**src/rtl/bit_plane_serializer_if.sv**
```systemverilog
// ---------------------------------------------------------------------------
// bit_plane_serializer_if
//   Handshake bundle between an operand source, the bit-plane serializer and
//   the popcount adder tree / shift-accumulator downstream.
//
//   Input stream : in_valid, in_ready, in_data (M lanes x N bits), in_signed
//   Output stream: out_valid, out_ready, out_plane (M bits), out_msb_a,
//                  out_last, out_bit_idx
//
//   modport master : environment side (drives operands, consumes planes)
//   modport slave  : serializer side
// ---------------------------------------------------------------------------
interface bit_plane_serializer_if #(
    parameter int M = 16,
    parameter int N = 8
);
    localparam int IDX_W = $clog2(N);

    logic             in_valid;
    logic             in_ready;
    logic [M*N-1:0]   in_data;
    logic             in_signed;

    logic             out_valid;
    logic             out_ready;
    logic [M-1:0]     out_plane;
    logic             out_msb_a;
    logic             out_last;
    logic [IDX_W-1:0] out_bit_idx;

    modport master (
        output in_valid, in_data, in_signed, out_ready,
        input  in_ready, out_valid, out_plane, out_msb_a, out_last, out_bit_idx
    );

    modport slave (
        input  in_valid, in_data, in_signed, out_ready,
        output in_ready, out_valid, out_plane, out_msb_a, out_last, out_bit_idx
    );
endinterface

```
**src/rtl/bit_plane_serializer.sv**
```systemverilog
// ---------------------------------------------------------------------------
// bit_plane_serializer
//   Producer side of the bit-serial SMAC datapath. Accepts a vector of M
//   parallel N-bit operands and emits one M-bit bit-plane per cycle, LSB
//   plane first. out_msb_a flags the sign plane of a signed vector so the
//   downstream adder subtracts it, completing two's-complement weighting.
//
//   Ports:
//     clk  - clock
//     rst  - synchronous active-high reset (aborts any vector in flight)
//     bus  - bit_plane_serializer_if.slave
//              in_valid/in_ready/in_data/in_signed   : operand vector input
//              out_valid/out_ready/out_plane/out_msb_a/
//              out_last/out_bit_idx                  : bit-plane output
//
//   Optional feature (macro SMAC_SERIALIZER_PRELOAD_EN):
//     Adds a one-entry preload buffer so a new vector can be accepted while
//     the current one is shifting out, giving back-to-back vectors with no
//     idle cycle. Without the macro there is one idle cycle per vector.
// ---------------------------------------------------------------------------
module bit_plane_serializer #(
    parameter int M = 16,
    parameter int N = 8
) (
    input logic                   clk,
    input logic                   rst,
    bit_plane_serializer_if.slave bus
);
    localparam int IDX_W = $clog2(N);

    typedef enum logic [0:0] {IDLE, SHIFT} state_t;

    state_t           state_q, state_d;
    logic [M*N-1:0]   work_q, work_d;
    logic             signed_q, signed_d;
    logic [IDX_W-1:0] bit_idx_q, bit_idx_d;

`ifdef SMAC_SERIALIZER_PRELOAD_EN
    logic [M*N-1:0]   pre_data_q, pre_data_d;
    logic             pre_signed_q, pre_signed_d;
    logic             pre_full_q, pre_full_d;
`endif

    logic shifting;
    logic last_plane;
    logic accept;
    logic xfer;

    // Gather bit idx of every lane into one plane.
    function automatic logic [M-1:0] extract_plane(input logic [M*N-1:0] v,
                                                   input logic [IDX_W-1:0] idx);
        logic [M-1:0] p;
        p = '0;
        for (int i = 0; i < M; i++) begin
            p[i] = v[i*N + int'(idx)];
        end
        return p;
    endfunction

    assign shifting   = (state_q == SHIFT);
    assign last_plane = (bit_idx_q == IDX_W'(N-1));

    // Outputs depend only on registered state; in_* never reaches out_*.
    assign bus.out_valid   = shifting;
    assign bus.out_plane   = shifting ? extract_plane(work_q, bit_idx_q) : '0;
    assign bus.out_last    = shifting & last_plane;
    assign bus.out_msb_a   = shifting & last_plane & signed_q;
    assign bus.out_bit_idx = bit_idx_q;

`ifdef SMAC_SERIALIZER_PRELOAD_EN
    assign bus.in_ready = ~rst & ~pre_full_q;
`else
    assign bus.in_ready = ~rst & ~shifting;
`endif

    assign accept = bus.in_valid & bus.in_ready;
    assign xfer   = shifting & bus.out_ready;

    always_comb begin
        state_d   = state_q;
        work_d    = work_q;
        signed_d  = signed_q;
        bit_idx_d = bit_idx_q;
`ifdef SMAC_SERIALIZER_PRELOAD_EN
        pre_data_d   = pre_data_q;
        pre_signed_d = pre_signed_q;
        pre_full_d   = pre_full_q;
`endif
        unique case (state_q)
            IDLE: begin
                if (accept) begin
                    work_d    = bus.in_data;
                    signed_d  = bus.in_signed;
                    bit_idx_d = '0;
                    state_d   = SHIFT;
                end
            end
            SHIFT: begin
`ifdef SMAC_SERIALIZER_PRELOAD_EN
                // Park a vector accepted mid-stream; the last-plane branch
                // below may instead route it straight into work.
                if (accept) begin
                    pre_data_d   = bus.in_data;
                    pre_signed_d = bus.in_signed;
                    pre_full_d   = 1'b1;
                end
`endif
                if (xfer) begin
                    if (!last_plane) begin
                        bit_idx_d = bit_idx_q + IDX_W'(1);
                    end else begin
                        bit_idx_d = '0;
`ifdef SMAC_SERIALIZER_PRELOAD_EN
                        if (pre_full_q) begin
                            work_d     = pre_data_q;
                            signed_d   = pre_signed_q;
                            pre_full_d = 1'b0;
                        end else if (accept) begin
                            work_d     = bus.in_data;
                            signed_d   = bus.in_signed;
                            pre_full_d = 1'b0;
                        end else begin
                            state_d = IDLE;
                        end
`else
                        state_d = IDLE;
`endif
                    end
                end
            end
            default: state_d = IDLE;
        endcase
    end

    always_ff @(posedge clk) begin
        if (rst) begin
            state_q   <= IDLE;
            work_q    <= '0;
            signed_q  <= 1'b0;
            bit_idx_q <= '0;
`ifdef SMAC_SERIALIZER_PRELOAD_EN
            pre_data_q   <= '0;
            pre_signed_q <= 1'b0;
            pre_full_q   <= 1'b0;
`endif
        end else begin
            state_q   <= state_d;
            work_q    <= work_d;
            signed_q  <= signed_d;
            bit_idx_q <= bit_idx_d;
`ifdef SMAC_SERIALIZER_PRELOAD_EN
            pre_data_q   <= pre_data_d;
            pre_signed_q <= pre_signed_d;
            pre_full_q   <= pre_full_d;
`endif
        end
    end
endmodule
```
**src/flat_wrapper.sv**
```systemverilog
// flat-port wrapper written by rule: the top's interface ports become plain ports
module bit_plane_serializer_flat 
#(
    parameter int M = 16,
    parameter int N = 8
)
  (clk, rst, bus_in_valid, bus_in_data, bus_in_signed, bus_out_ready, bus_in_ready, bus_out_valid, bus_out_plane, bus_out_msb_a, bus_out_last, bus_out_bit_idx);
  bit_plane_serializer_if #(.M(M), .N(N)) bus_i ();
  input logic clk;
  input logic rst;
  input wire logic [$bits(bus_i.in_valid)-1:0] bus_in_valid;
  input wire logic [$bits(bus_i.in_data)-1:0] bus_in_data;
  input wire logic [$bits(bus_i.in_signed)-1:0] bus_in_signed;
  input wire logic [$bits(bus_i.out_ready)-1:0] bus_out_ready;
  output wire logic [$bits(bus_i.in_ready)-1:0] bus_in_ready;
  output wire logic [$bits(bus_i.out_valid)-1:0] bus_out_valid;
  output wire logic [$bits(bus_i.out_plane)-1:0] bus_out_plane;
  output wire logic [$bits(bus_i.out_msb_a)-1:0] bus_out_msb_a;
  output wire logic [$bits(bus_i.out_last)-1:0] bus_out_last;
  output wire logic [$bits(bus_i.out_bit_idx)-1:0] bus_out_bit_idx;
  assign bus_i.in_valid = bus_in_valid;
  assign bus_i.in_data = bus_in_data;
  assign bus_i.in_signed = bus_in_signed;
  assign bus_i.out_ready = bus_out_ready;
  assign bus_in_ready = bus_i.in_ready;
  assign bus_out_valid = bus_i.out_valid;
  assign bus_out_plane = bus_i.out_plane;
  assign bus_out_msb_a = bus_i.out_msb_a;
  assign bus_out_last = bus_i.out_last;
  assign bus_out_bit_idx = bus_i.out_bit_idx;
  bit_plane_serializer #(.M(M), .N(N)) u_core (.clk(clk), .rst(rst), .bus(bus_i));
endmodule
```
**config.mk**
```make
export PLATFORM = sky130hd
export DESIGN_NAME = bit_plane_serializer_flat
export DESIGN_NICKNAME = d
export VERILOG_FILES = /design/src/rtl/bit_plane_serializer_if.sv /design/src/rtl/bit_plane_serializer.sv /design/src/flat_wrapper.sv
export SDC_FILE = /design/constraint.sdc
export NUM_CORES = 1
export LEC_CHECK = 0
export CAP_MARGIN = 5
export CORE_MARGIN = 5
export CORE_UTILIZATION = 45
export CTS_CLUSTER_DIAMETER = 50
export DETAILED_ROUTE_END_ITERATION = 7
export PLACE_DENSITY_LB_ADDON = 0.15
export SKIP_CTS_REPAIR_TIMING = 1
export SKIP_LAST_GASP = 1
export SLEW_MARGIN = 40
export SYNTH_ARGS = -nofsm -noshare
export SYNTH_HDL_FRONTEND = slang
export SYNTH_SLANG_ARGS = --single-unit
```
**constraint.sdc**
```tcl
create_clock -name clk -period 4.5 [get_ports clk]
set_clock_uncertainty 0.2 [all_clocks]
set_input_delay 0.9 -clock clk [delete_from_list [all_inputs] [get_ports clk]]
set_output_delay 0.9 -clock clk [all_outputs]
set_load 0.01 [all_outputs]
```
# Yosys cells after proc, flatten, opt, wreduce, memory -nomap -nowiden
# Cells that the tools add are included.
[word_totals] out_inout_bits=23 regBits=133 in_bits=133
[op_classes] magnitude_cmp=16 n_mux=56 bitwise=7 addsub=16 reduce_logical=2 eq_ne=3
[ops] op="$lt A32 B9 Y1 const B" n=15
[ops] op="$bmux W1 S7" n=15
[ops] op="$add A7 B3 Y8 const A" n=8
[ops] op="$mux W1" n=34
[ops] op="$add A6 B3 Y7 const A" n=4
[ops] op="$mux W16" n=1
[ops] op="$add A5 B3 Y6 const A" n=2
[ops] op="$mux W3" n=3
[ops] op="$lt A3 B8 Y1 const B" n=1
[ops] op="$pmux W3 S2" n=1
[ops] op="$add A4 B3 Y5 const A" n=1
[ops] op="$and A1 B1 Y1" n=5
[ops] op="$reduce_and A2 Y1" n=2
[ops] op="$add A3 B1 Y3 const B" n=1
[ops] op="$bmux W1 S3" n=1
[ops] op="$eq A3 B3 Y1 const B" n=1
[ops] op="$ne A2 B1 Y1 const B" n=1
[ops] op="$ne A2 B2 Y1 const B" n=1
[ops] op="$not A1 Y1" n=2
[ops] op="$pmux W1 S2" n=1

# Logic depth before layout (Yosys ltp)
# Gate-level depths: netlist of the first run.
[logic_depth] depth_word=5 ltp_mapped=7

# Least setup slack after synthesis of the first run
# No wires, ideal clock.
[synth_path] path_type="input -> output" start="in rst" end="out bus_in_ready" required_ps=3400 n_path_buf=3 slack_ps=1748 arrival_time_ps=1652 path_stages=4 path_cell_list="buf_2 clkbuf_1 clkbuf_1 nor2_1"
[synth_between] elab_chain_len=2
[synth_lines] element="from (decl)" line_no="flat_wrapper.sv:10" source="input logic rst;"
[synth_lines] element="$not A1 Y1" line_no="bit_plane_serializer.sv:73" source="assign bus.in_ready = ~rst & ~shifting;"
[synth_lines] element="$and A1 B1 Y1" line_no="bit_plane_serializer.sv:73"
[synth_lines] element="to (decl)" line_no="flat_wrapper.sv:15" source="output wire logic [$bits(bus_i.in_ready)-1:0] bus_in_ready;"
# No other way between the ends.

# Worst setup path after layout of the first run
[layout_path] start="reg u_core.bit_idx_q[0], in the netlist u_core.bus.out_bit_idx[0]" end="out bus_out_plane[9]"
[layout_between] elab_chain_len=5
[layout_lines] element="from (decl)" line_no="bit_plane_serializer.sv:36" source="logic [IDX_W-1:0] bit_idx_q, bit_idx_d;"
[layout_lines] element="from (signal assigned)" line_no="bit_plane_serializer.sv:150" source="bit_idx_q <= bit_idx_d;"
[layout_lines] element="$add A7 B3 Y8" line_no="bit_plane_serializer.sv:55" source="p[i] = v[i*N + int'(idx)];"
[layout_lines] element="$bmux W1 S7" line_no="bit_plane_serializer.sv:55"
[layout_lines] element="$mux W1 (not written as such) (2 in a row)" line_no="bit_plane_serializer.sv:55"
[layout_lines] element="$mux W16" line_no="bit_plane_serializer.sv:65" source="assign bus.out_plane = shifting ? extract_plane(work_q, bit_idx_q) : '0;"
[layout_lines] element="to (decl)" line_no="flat_wrapper.sv:17" source="output wire logic [$bits(bus_i.out_plane)-1:0] bus_out_plane;"
# No other way between the ends. The select of a mux whose other input is x is not followed.

==> results by group, run 1 <==
Status
  • Status: finished clean

Routing
  • DRC violations left: 0
  • Routed WL: 14900 µm
  • WL/cell: 15.1 µm
  • Detail Route Antenna Nets: 0
  • DR pass1 iterations: 5
  • Vias: 5007
  • Iter 0 DRT Violations: 348
  • Via/cell ratio: 5.08

Cells and area
  • Share of layout cells above drive strength 1: 0.0679
  • Area grow syn2layout: 33.5%
  • Fin cells: 986
  • Fill cells: 1150
  • Final Instance Area: 8130 µm²
  • Post-layout nets: 934
  • # diodes: 0
  • Post-layout util: 0.614

Logic synthesis
  • Post-synthesis cell count: 678
  • Mapped Area: 6090 µm²
  • Share of the synthesized area in the top cell type: 0.438
  • Syn. warnings: 0
  • Yosys reg bits: 133
  • Syn_nets: 813
  • Area contributors post-synth: dfxtp_1 44%, nand2b_1 13%, nand2_1 8.0%, o21ai_0 7.4%, mux4_2 5.9%
  • Cell accounting for the most synthesized area: dfxtp_1
  • Netlist cell types: 24
  • Syn_area_per_cell: 8.98 µm²
  • Register area share after synthesis: 0.438

Placement
  • Dpl cells: 956
  • Input/output buffers: 155
  • Routability cong.: 0.782
  • Dpl cell area: 7550 µm²
  • Detailed placer's ending HPWL: 9770 µm
  • Post-place setup slack: 1.03 ns

Floorplan
  • # IOs: 156
  • Core area: 13200 µm²
  • Die area: 16000 µm²
  • Die Y: 126 µm
  • Starting density of the core: 0.460
  • Row count: 42
  • Die W: 126 µm

Pwr
  • Total power: 2.95 mW
  • P_leak: 2.99 nW
  • Power per cell area: 363 nW/µm²
  • Max VDD drop: 0.263 mV

Timing
  • Rel. slew slack: 0.471
  • Setup TNS: 0 ns
  • Final setup viols: 0
  • Slew @ Worst Pin: 0.793 ns
  • Top achievable clock speed: 263 MHz
  • Final Hold Fails: 0
  • Max-slew violation count: 0
  • Tcrit/Tclk final: 0.843
  • Final min period: 3.80 ns
  • PnR worst setup slack: 0.705 ns
  • RSZ-0062 raised after global routing: false
  • Hold_ws: 0.264 ns

Worst setup path
  • CP arrival: 2.70 ns
  • Worst setup EP type: output pin
  • Critical R2R Launch: u_core.bus.out_valid$_SDFF_PP0_
  • FF-to-FF End: u_core.work_q[28]$_SDFFE_PP0P_
  • Worst reg2reg setup slack: 2.33 ns
  • Worst setup path category: flip-flop to output pin
  • CP Launch Type: flip-flop
  • R2R cell count: 4
  • Crit Path Max Fanout: 17
  • Worst EP required: 3.40 ns

Clock network
  • Sink Count: 133
  • Worst-Skew Late Latency: 0.41 ns
  • Clk buf depth: 2
  • Root Buffer: clkbuf_16
  • TritonCTS buffer count: 17
  • Clock transition at the registers of the reported paths: 0.05 ns
  • TritonCTS clock tree: yes
  • H-tree Lvls: 4

Run
  • Max-cap violations: 0

Global routing
  • Vias in the first global route: 5094
  • Remaining Overflow, GRT: 0
  • Tot GR Track Use: 0.190
  • Pin count of the biggest net entering global routing: 159
  • Initial antenna violation count: 0
  • First-pass GRT wire length: 24600 µm

Hold path
  • WHS Path Cells: 2
  • Hold EP: u_core.work_q[64]$_SDFFE_PP0P_
  • Tightest Hold Check Type: flip-flop to flip-flop
  • Min-delay src: u_core.work_q[64]$_SDFFE_PP0P_
==> worst max-delay path by stage <==
stage / endpoint / slack (ns) / from
2_1_floorplan: bus_in_ready / 1.75 / rst
3_3_place_gp: bus_out_plane[10] / 1.03 / u_core.bus.out_bit_idx[0]$_SDFFE_PP0P_
3_5_place_dp: bus_out_plane[7] / 1.03 / u_core.bus.out_bit_idx[0]$_SDFFE_PP0P_
4_1_cts: bus_out_plane[9] / 0.54 / u_core.bus.out_bit_idx[0]$_SDFFE_PP0P_
5_1_grt: bus_out_plane[3] / 0.49 / u_core.bus.out_bit_idx[0]$_SDFFE_PP0P_
6_report: bus_out_plane[9] / 0.70 / u_core.bus.out_bit_idx[0]$_SDFFE_PP0P_
==> worst max-delay path, stage by stage, from the launching register on <==
cell and delay [ns]:
dfxtp_2 0.68, and2b_1 0.53, a22oi_1 0.32, o211a_1 0.21, clkdlybuf4s50_1 0.54
==> sequential cells by signal, indices dropped and copies added (netlist names) <==
signal and flops:
u_core.signed_q 1, u_core.work_q 128, u_core.bus.out_bit_idx 3, u_core.bus.out_valid 1
==> layer usage <==
metal	wire length [µm]	share of wire	track usage
met5	0	0	0
met4	189	0.013	0.0612
met3	963	0.065	0.0546
met2	7030	0.47	0.306
met1	6740	0.45	0.247
==> where the power goes <==
part	switching, mW	internal, mW
Clock	0.460	0.855
Combinational	0.127	0.200
Sequential	0.0468	1.26
Total	0.634	2.32
==> logic make-up after synthesis <==
| group | count (synthesis) | share of synthesized area |
|---|---|---|
| AO/OA/AOI/OAI | 165 | 0.158 |
| AND/OR/NAND/NOR | 269 | 0.223 |
| flip-flops | 133 | 0.437 |
| multiplexers | 49 | 0.113 |
| buffers and inverters | 60 | 0.0637 |
| adder cells (fa/ha/maj) | 2 | 0.00411 |
==> placed cells by master (no fill, tap or decap), types with 2 or more instances in the layout <==
cell	n
mux4_2	16
ha_1	2
o21ai_0	90
clkbuf_8	7
clkbuf_1	3
clkinv_2	2
nor2_1	6
a22oi_1	16
nand2b_1	129
o21ai_1	39
clkbuf_16	17
buf_6	2
nand2_1	129
buf_4	3
buf_12	2
a32oi_1	3
mux2i_1	33
dfxtp_1	131
clkdlybuf4s50_1	154
dfxtp_2	2
o211a_1	16
==> area by class of cell <==
type | instances | area, µm² | area share
Multi-Input combinational cell | 485 | 3040 | 0.374
Sequential cell | 133 | 2670 | 0.328
Timing Repair Buffer | 162 | 1630 | 0.201
Clock buffer | 27 | 533 | 0.0656
Tap cell | 176 | 220 | 0.0271
Clock inverter | 3 | 40.0 | 0.00493
==> synthesized netlist by cell type <==
cell type / instances
dfxtp_1: 133
nand2_1: 129
nand2b_1: 129
o21ai_0: 90
o21ai_1: 39
mux2i_1: 33
clkbuf_1: 23
a22oi_1: 16
buf_6: 16
mux4_2: 16
o211a_1: 16
buf_2: 8
clkbuf_2: 8
nor2_1: 6
a32oi_1: 3
buf_4: 3
and2_1: 2
ha_1: 2
a311oi_1: 1
and2b_1: 1
and3_1: 1
buf_1: 1
buf_8: 1
nor3b_4: 1
Note: power is estimated with default switching activity, not from simulation.
==> run 2, diff against run 1 <==
- clock period: 4.5 -> 3.65 ns (I/O delays scaled with it)
==> results by group, run 2 (same netlist as run 1, synthesis figures left out) <==
Status
  • Status: finished clean

Hold path
  • WHS Path Cells: 2
  • Hold EP: u_core.work_q[87]$_SDFFE_PP0P_
  • Min-delay src: u_core.work_q[87]$_SDFFE_PP0P_
  • Tightest Hold Check Type: flip-flop to flip-flop

Cells and area
  • Register area: 2670 µm²
  • Most flop-heavy register: u_core.work_q
  • Area grow syn2layout: 34.1%
  • Most common cell after layout, fill and taps aside: clkdlybuf4s50_1
  • # diodes: 0
  • Fill cells: 1161
  • Multi-input gate area: 3040 µm²
  • Post-layout nets: 935
  • Share of layout cells above drive strength 1: 0.0727
  • Max reg flops: 128
  • Most frequent cells in the layout: 154 x clkdlybuf4s50_1, 131 x dfxtp_1, 129 x nand2b_1, 129 x nand2_1, 90 x o21ai_0
  • Post-layout util: 0.616
  • Fin cells: 987

Worst setup path
  • Crit Path Max Fanout: 14
  • FF-to-FF End: u_core.work_q[35]$_SDFFE_PP0P_
  • Worst setup EP type: output pin
  • Crit-path cells: buf_4 > mux4_2 > o211a_1 > clkdlybuf4s50_1
  • Buf/Inv on CP: 2
  • Critical R2R Launch: u_core.bus.out_valid$_SDFF_PP0_
  • Largest stage delay on the critical path: 0.52 ns
  • CP top delay family: buffers and inverters
  • Slowest cell on crit path: dfxtp_4
  • R2R cell count: 4
  • Worst setup path category: flip-flop to output pin
  • Worst reg2reg setup slack: 1.52 ns
  • Worst EP required: 2.72 ns
  • CP arrival: 2.43 ns
  • CP Launch Type: flip-flop

Global routing
  • Vias in the first global route: 5043
  • Tot GR Track Use: 0.189
  • Initial antenna violation count: 0
  • Remaining Overflow, GRT: 0
  • First-pass GRT wire length: 24300 µm
  • Pin count of the biggest net entering global routing: 151

Timing
  • Final min period: 3.36 ns
  • Rel. slew slack: 0.536
  • Max-slew violation count: 0
  • Setup TNS: 0 ns
  • Final Hold Fails: 0
  • RSZ-0062 raised after global routing: false
  • Final setup viols: 0
  • Slew @ Worst Pin: 0.696 ns
  • Tcrit/Tclk final: 0.920
  • Top achievable clock speed: 298 MHz

Pwr
  • Power per cell area: 445 nW/µm²
  • Total power: 3.63 mW
  • Sequential share of power: 0.444
  • Sw Ratio: 0.217
  • P_sw: 0.788 mW
  • Cell Int Power: 2.84 mW
  • Power share of the combinational group: 0.112
  • Max VDD drop: 0.348 mV
  • P_leak: 3.01 nW
  • Clock share of power: 0.444

Floorplan
  • # IOs: 156
  • Die area: 16000 µm²
  • Die W: 126 µm
  • Row count: 42
  • Die Y: 126 µm
  • Core area: 13200 µm²
  • Starting density of the core: 0.460

Clock network
  • Clock transition at the registers of the reported paths: 0.05 ns
  • Root Buffer: clkbuf_16
  • TritonCTS clock tree: yes
  • Worst-Skew Late Latency: 0.40 ns
  • TritonCTS buffer count: 17
  • Clk buf depth: 2
  • H-tree Lvls: 4
  • Sink Count: 133

Run
  • Max-cap violations: 0

Routing
  • Vias: 4920
  • Detail Route Antenna Nets: 0
  • WL met2: 7150 µm
  • DRC violations left: 0
  • Top sig layer: met4
  • Metal1 wirelength: 6780 µm
  • DR pass1 iterations: 5
  • Via/cell ratio: 4.98
  • Met3 WL post-DR: 854 µm
  • WL/cell: 15.2 µm
  • Routed WL: 15000 µm
  • Iter 0 DRT Violations: 420

Placement
  • Detailed placer's ending HPWL: 9830 µm
  • Dpl cells: 957
  • Input/output buffers: 155
  • Routability cong.: 0.810
run 2: layout make-up:
type	instances	share of cell area
Multi-Input combinational cell	485	0.372
Clock buffer	28	0.0694
Clock inverter	2	0.00123
Tap cell	176	0.0270
Timing Repair Buffer	163	0.203
Sequential cell	133	0.327
run 2: power by group through the flow:
stage | clock (mW) | sequential, mW | combinational, mW
after floorplan | 0 | 1.62 | 0.227
after detailed placement | 0 | 1.64 | 0.406
after global placement | 0 | 1.64 | 0.400
after CTS | 1.64 | 1.61 | 0.410
final | 1.61 | 1.61 | 0.406
after global routing | 1.70 | 1.62 | 0.447
run 2: worst max-delay path by stage:
| stage | start | cells after the start | end |
|---|---|---|---|
| after floorplan | u_core.bus.out_bit_idx[0]$_SDFFE_PP0P_ | 4 | bus_out_plane[10] |
| after global placement | u_core.bus.out_bit_idx[0]$_SDFFE_PP0P_ | 4 | bus_out_plane[10] |
| after detailed placement | u_core.bus.out_bit_idx[0]$_SDFFE_PP0P_ | 4 | bus_out_plane[1] |
| after CTS | u_core.bus.out_bit_idx[0]$_SDFFE_PP0P_ | 4 | bus_out_plane[1] |
| after global routing | u_core.bus.out_bit_idx[0]$_SDFFE_PP0P_ | 4 | bus_out_plane[2] |
| final | u_core.bus.out_bit_idx[0]$_SDFFE_PP0P_ | 4 | bus_out_plane[4] |
run 2: routing by layer:
| layer | GRT usage | vias to the layer above |
|---|---|---|
| met3 | 0.0534 | 15 |
| li1 | - | 2534 |
| met1 | 0.239 | 2243 |
| met2 | 0.300 | 128 |
| met4 | 0.0833 | 0 |
| met5 | 0 | - |
run 2: metrics by stage:
stage / hold WS, ns / area (µm²) / setup WS, ns
floorplan: 0.239 / 6090 / 1.22
global placement: 0.250 / 7580 / 0.358
detailed placement: 0.252 / 7580 / 0.297
CTS: 0.264 / 8160 / -0.149
global route: 0.283 / 8160 / 0.169
finish: 0.263 / 8160 / 0.292
run 2: worst min-delay path: cells and delay by family, from the launching register on:
family          cells  cell delay (ns)
simple gates        1             0.06
compound gates      1             0.05
flops               1             0.30
